<file path="config.mk">
export PLATFORM = sky130hd
export DESIGN_NAME = axi_lite_dmem_bridge
export DESIGN_NICKNAME = d
export VERILOG_FILES = /design/src/rtl/axi_lite_dmem_bridge.sv
export SDC_FILE = /design/constraint.sdc
export NUM_CORES = 1
export LEC_CHECK = 0
export BUFFER_PORTS_ARGS = -buffer_cell sky130_fd_sc_hd__buf_2
export CAP_MARGIN = 25
export CORE_MARGIN = 8
export CORE_UTILIZATION = 45
export DETAILED_ROUTE_END_ITERATION = 16
export PLACE_DENSITY_LB_ADDON = 0.25
export SETUP_SLACK_MARGIN = 0.1
export SLEW_MARGIN = 20
export SYNTH_ARGS = -nofsm -noshare
export SYNTH_HDL_FRONTEND = slang
export SYNTH_SLANG_ARGS = --single-unit
</file>
<file path="constraint.sdc">
create_clock -name clk -period 5.2 [get_ports clk]
set_input_delay 0.26 -clock clk [delete_from_list [all_inputs] [get_ports clk]]
set_output_delay 0.26 -clock clk [all_outputs]
set_load 0.1 [all_outputs]
</file>
<file path="src/rtl/axi_lite_dmem_bridge.sv">
// AXI4-Lite slave bridging the PS onto data-memory Port B: one transaction in
// flight, registered Port B strobes, read-modify-write for partial strobes.
module axi_lite_dmem_bridge #(
  parameter int unsigned ADDR_W    = 16,
  parameter int unsigned MEM_WORDS = 1024
) (
  input  logic              clk,
  input  logic              rst,
  input  logic [ADDR_W-1:0] s_axi_awaddr,
  input  logic              s_axi_awvalid,
  output logic              s_axi_awready,
  input  logic [31:0]       s_axi_wdata,
  input  logic [3:0]        s_axi_wstrb,
  input  logic              s_axi_wvalid,
  output logic              s_axi_wready,
  output logic [1:0]        s_axi_bresp,
  output logic              s_axi_bvalid,
  input  logic              s_axi_bready,
  input  logic [ADDR_W-1:0] s_axi_araddr,
  input  logic              s_axi_arvalid,
  output logic              s_axi_arready,
  output logic [31:0]       s_axi_rdata,
  output logic [1:0]        s_axi_rresp,
  output logic              s_axi_rvalid,
  input  logic              s_axi_rready,
  output logic              we_b,
  output logic [31:0]       addr_b,
  output logic [31:0]       din_b,
  input  logic [31:0]       dout_b
);

  localparam int unsigned WW = ADDR_W - 2;
  localparam logic [1:0] RESP_OKAY   = 2'b00;
  localparam logic [1:0] RESP_SLVERR = 2'b10;

  typedef enum logic [3:0] {
    IDLE, WR_FULL, RMW_RD, RMW_WAIT, RMW_WR, WR_RESP,
    RD_ISSUE, RD_WAIT, RD_RESP, ERR_RESP
  } state_t;

  state_t state, state_n;

  logic          aw_full, aw_full_n, w_full, w_full_n, ar_full, ar_full_n;
  logic [WW-1:0] aw_word, ar_word;
  logic [31:0]   w_data;
  logic [3:0]    w_strb;
  logic          last_grant_rd, last_grant_rd_n;
  logic          wr_release, rd_release;
  logic          grant_wr, grant_rd;
  logic          we_b_n, bvalid_n, rvalid_n;
  logic [31:0]   addr_b_n, din_b_n, rdata_n, merged;
  logic [1:0]    bresp_n, rresp_n;

  logic unused_addr_lsbs;
  assign unused_addr_lsbs = &{1'b0, s_axi_awaddr[1:0], s_axi_araddr[1:0]};

  function automatic logic in_range(input logic [WW-1:0] word);
    return 34'(word) < 34'(MEM_WORDS);
  endfunction

  // READY mirrors the next-cycle "holding register empty" so it is registered.
  assign aw_full_n = wr_release ? 1'b0 : (aw_full | (s_axi_awvalid & s_axi_awready));
  assign w_full_n  = wr_release ? 1'b0 : (w_full  | (s_axi_wvalid  & s_axi_wready));
  assign ar_full_n = rd_release ? 1'b0 : (ar_full | (s_axi_arvalid & s_axi_arready));

  always_ff @(posedge clk or negedge rst) begin
    if (!rst) begin
      aw_full       <= 1'b0;
      w_full        <= 1'b0;
      ar_full       <= 1'b0;
      s_axi_awready <= 1'b0;
      s_axi_wready  <= 1'b0;
      s_axi_arready <= 1'b0;
      aw_word       <= '0;
      ar_word       <= '0;
      w_data        <= '0;
      w_strb        <= '0;
    end else begin
      aw_full       <= aw_full_n;
      w_full        <= w_full_n;
      ar_full       <= ar_full_n;
      s_axi_awready <= !aw_full_n;
      s_axi_wready  <= !w_full_n;
      s_axi_arready <= !ar_full_n;
      if (s_axi_awvalid && s_axi_awready) aw_word <= s_axi_awaddr[ADDR_W-1:2];
      if (s_axi_arvalid && s_axi_arready) ar_word <= s_axi_araddr[ADDR_W-1:2];
      if (s_axi_wvalid && s_axi_wready) begin
        w_data <= s_axi_wdata;
        w_strb <= s_axi_wstrb;
      end
    end
  end

  always_comb begin
    merged = '0;
    for (int unsigned i = 0; i < 4; i++)
      merged[8*i +: 8] = w_strb[i] ? w_data[8*i +: 8] : dout_b[8*i +: 8];
  end

  assign grant_wr = aw_full && w_full && (!ar_full || last_grant_rd);
  assign grant_rd = ar_full && !grant_wr;

  always_comb begin
    state_n         = state;
    last_grant_rd_n = last_grant_rd;
    wr_release      = 1'b0;
    rd_release      = 1'b0;
    we_b_n          = 1'b0;
    addr_b_n        = addr_b;
    din_b_n         = din_b;
    rdata_n         = s_axi_rdata;
    bvalid_n        = s_axi_bvalid;
    rvalid_n        = s_axi_rvalid;
    bresp_n         = s_axi_bresp;
    rresp_n         = s_axi_rresp;
    case (state)
      IDLE: begin
        if (grant_wr) begin
          last_grant_rd_n = 1'b0;
          if (!in_range(aw_word)) begin
            state_n  = ERR_RESP;
            bvalid_n = 1'b1;
            bresp_n  = RESP_SLVERR;
          end else if (w_strb == 4'hF) begin
            state_n  = WR_FULL;
            we_b_n   = 1'b1;
            addr_b_n = 32'({aw_word, 2'b00});
            din_b_n  = w_data;
          end else if (w_strb == 4'h0) begin
            state_n  = WR_RESP;
            bvalid_n = 1'b1;
            bresp_n  = RESP_OKAY;
          end else begin
            state_n  = RMW_RD;
            addr_b_n = 32'({aw_word, 2'b00});
          end
        end else if (grant_rd) begin
          last_grant_rd_n = 1'b1;
          if (!in_range(ar_word)) begin
            state_n  = ERR_RESP;
            rvalid_n = 1'b1;
            rresp_n  = RESP_SLVERR;
            rdata_n  = '0;
          end else begin
            state_n  = RD_ISSUE;
            addr_b_n = 32'({ar_word, 2'b00});
          end
        end
      end
      RMW_RD:   state_n = RMW_WAIT;
      RMW_WAIT: begin
        state_n = RMW_WR;
        we_b_n  = 1'b1;
        din_b_n = merged;
      end
      WR_FULL, RMW_WR: begin
        state_n  = WR_RESP;
        bvalid_n = 1'b1;
        bresp_n  = RESP_OKAY;
      end
      WR_RESP: begin
        if (s_axi_bready) begin
          state_n    = IDLE;
          bvalid_n   = 1'b0;
          wr_release = 1'b1;
        end
      end
      RD_ISSUE: state_n = RD_WAIT;
      RD_WAIT: begin
        state_n  = RD_RESP;
        rvalid_n = 1'b1;
        rresp_n  = RESP_OKAY;
        rdata_n  = dout_b;
      end
      RD_RESP: begin
        if (s_axi_rready) begin
          state_n    = IDLE;
          rvalid_n   = 1'b0;
          rd_release = 1'b1;
        end
      end
      ERR_RESP: begin
        if (s_axi_bvalid && s_axi_bready) begin
          state_n    = IDLE;
          bvalid_n   = 1'b0;
          wr_release = 1'b1;
        end else if (s_axi_rvalid && s_axi_rready) begin
          state_n    = IDLE;
          rvalid_n   = 1'b0;
          rd_release = 1'b1;
        end
      end
      default: state_n = IDLE;
    endcase
  end

  always_ff @(posedge clk or negedge rst) begin
    if (!rst) begin
      state         <= IDLE;
      last_grant_rd <= 1'b1;
      we_b          <= 1'b0;
      addr_b        <= '0;
      din_b         <= '0;
      s_axi_rdata   <= '0;
      s_axi_bvalid  <= 1'b0;
      s_axi_rvalid  <= 1'b0;
      s_axi_bresp   <= '0;
      s_axi_rresp   <= '0;
    end else begin
      state         <= state_n;
      last_grant_rd <= last_grant_rd_n;
      we_b          <= we_b_n;
      addr_b        <= addr_b_n;
      din_b         <= din_b_n;
      s_axi_rdata   <= rdata_n;
      s_axi_bvalid  <= bvalid_n;
      s_axi_rvalid  <= rvalid_n;
      s_axi_bresp   <= bresp_n;
      s_axi_rresp   <= rresp_n;
    end
  end

endmodule

</file>
==> impl_metrics.csv <==
group,metric,value,unit
status,status,"completed",
synth,synthTopCellsByCount,"157 x dfrtp_1, 140 x mux2_2, 32 x a22o_1",
synth,synth_edf_count,0,
timing,max_slew.worst_pin.slew,0.895,ns
floorplanning,die_area,19400,sq um
clocking,htreeDepth,4,
clocking,cts_made_buffers,17,
clocking,cts_num_sinks,158,
grt,grt_overflow,0,
timing,relSlewSlack,0.403,
timing,tns,0,ns
final_layout,drive_above_1_share,0.571,
synth,synthArstFlopShare,1.00,
synth,synth_top_area_frac,0.574,
detailed_routing,drtAntennaViolNets,0,
floorplanning,die_w,139,um
detailed_routing,first_iter_violations,208,
grt,grt_pass1_vias,5184,
clocking,cts-root-buf,"clkbuf_16",
timing,period_share,0.464,
synth,synth_seq_cells,158,
worst_setup_path,end_kind,"flip-flop",
synth,synth_warnings,0,
worst_setup_path,crit_arrival,2.72,ns
floorplanning,num_io_pins,213,
clocking,post_cts_buffers,0,
synth,syn-cell-area,6850,sq um
power_and_ir_drop,ir_drop,0.361,mV
placed_design,gp_congestion,0.827,
detailed_routing,dr.pass1.iters,4,
placed_design,pre_cts_ws,2.75,ns
clocking,clkTransAtPathRegs,0.06,ns
worst_setup_path,crit_fanout,12,
clocking,clk_latency,0.42,ns
clocking,cts.repair.resized,0,
worst_hold_path,hold_path_class,"input port to flip-flop",
detailed_routing,drc,0,
timing,setup_ws,2.79,ns
timing,whs,0.0687,ns
floorplanning,coreArea,15000,sq um
timing,max_freq,0.415,GHz
synth,ys_seq_area_frac,0.577,
power_and_ir_drop,power_density,681,nW/um^2
final_layout,finalNetCount,769,
clocking,cts_tree,"yes",
detailed_routing,avgRoutedWirePerCell,19.9,um
timing,slew_viol_final,0,
final_layout,fin_util,0.565,
timing,setup_violations,0,
grt,grtUsageTotal,0.181,
grt,grt_pass1_wl,27800,um
placed_design,hpwlAfterDp,12100,um
synth,yosys.cell_types.count,57,
final_layout,synthToLayoutAreaGrowth,23.9,%
clocking,clockBufferDepth,2,
floorplanning,initial_utilization,0.456,
timing,fin_crit,2.41,ns
synth,synth_area_per_cell,14.4,sq um
grt,grt_max_degree,87,
synth,yosysMostFrequentCell,"dfrtp_1",
flow_run,drv_cap,0,
synth,yosysTopAreaCell,"dfrtp_1",
timing,finalHoldViolCount,0,
power_and_ir_drop,leakage,4.17,nW
detailed_routing,viasPerCell,5.31,
synth,syn-instance-count,474,
worst_setup_path,cp-start-kind,"flip-flop",
worst_setup_path,required,5.50,ns
synth,synth_area_leaders,"dfrtp_1 57%, mux2_2 23%, a22o_1 4.1%",
grt,antenna_found_initial,2,
timing,skew,0.0126,ns
worst_setup_path,path_class,"flip-flop to flip-flop",
floorplanning,row_count,45,
floorplanning,die_height,139,um
placed_design,portBuffers,188,
detailed_routing,totalWireLength,17200,um
timing,rsz0062_at_grt,"no",
detailed_routing,vias,4584,
power_and_ir_drop,total_power,0.00578,W
synth,synth_flop_cell,"dfrtp_1",
## flip-flops by register name, summed over array words and instances, names as in the netlist, 4 cells and up
name,cells
din_b,32
state,4
addr_b,14
aw_word,14
ar_word,14
w_strb,4
s_axi_rdata,32
w_data,32
## path summary, 6_finish.rpt
| path | from | endpoint | slack, ns | cells after the start |
|---|---|---|---|---|
| min in group asynchronous | rst | din_b[3]$_DFFE_PN0P_ | 0.44 | 2 |
| worst min-delay path | s_axi_wstrb[1] | w_strb[1]$_DFFE_PN0P_ | 0.07 | 2 |
| worst max register to register | state[2]$_DFFE_PN0P_ | din_b[10]$_DFFE_PN0P_ | 2.79 | 4 |
| worst min register to register | din_b[16]$_DFFE_PN0P_ | din_b[16]$_DFFE_PN0P_ | 0.48 | 1 |
| worst max-delay path | state[2]$_DFFE_PN0P_ | din_b[10]$_DFFE_PN0P_ | 2.79 | 4 |
| max in group asynchronous | rst | w_data[6]$_DFFE_PN0P_ | 3.31 | 3 |
## critical path, stage by stage (launching register included)
cell,delay [ns]
dfrtp_1,0.52
nand4bb_1,0.51
nor2_2,0.58
mux2_2,0.39
mux2_1,0.28
## cell families after synthesis
kind of cell / count (synthesis) / synth area share
AO/OA/AOI/OAI: 68 / 0.0815
XOR/XNOR: 1 / 0.00128
buffers and inverters: 48 / 0.0444
flip-flops: 158 / 0.577
multiplexers: 148 / 0.247
other: 1 / 0.000548
AND/OR/NAND/NOR: 50 / 0.0482
## where the power goes
part / switching (W) / internal [W]
Sequential: 0.000298 / 0.00167
Clock: 0.000499 / 0.000733
Combinational: 0.00180 / 0.000781
Total: 0.00260 / 0.00319
## area by class of cell
type,count,area (sq um)
tap,188,235
clock inverter,12,136
fill,1257,6550
multi-input combinational,287,2680
inverter,3,11.3
timing repair buffer,195,1020
sequential,158,3960
antenna,1,2.50
clock buffer,19,453
## routing by layer
layer	global-route usage	vias to the layer above	wire, um
li1	-	2074	-
met1	0.201	2332	6780
met4	0.0641	2	316
met2	0.306	155	8710
met3	0.0756	21	1390
met5	0	-	12
## placed cells by master (no fill, tap or decap), types with 6 or more instances in the layout
cell type	n
nor2b_1	7
nand2_1	7
buf_2	187
dfrtp_1	157
clkbuf_16	17
o21ai_0	6
conb_1	20
mux2_4	6
a22o_1	32
mux2_2	140
## repair_timing
action / in CTS / in global routing
setup endpoints to repair: 0 / 0
hold endpoints to repair: 85 / 0
hold buffers: 1 / 0
## per-stage QoR
| step | instance area (sq um) | instances |
|---|---|---|
| 3_5_place_dp | 7860 | 828 |
| 2_1_floorplan | 6920 | 493 |
| 4_1_cts | 8450 | 860 |
| 3_3_place_gp | 7850 | 828 |
| 5_1_grt | 8490 | 863 |
| 6_report | 8490 | 863 |
(Power assumes the default switching activity.)
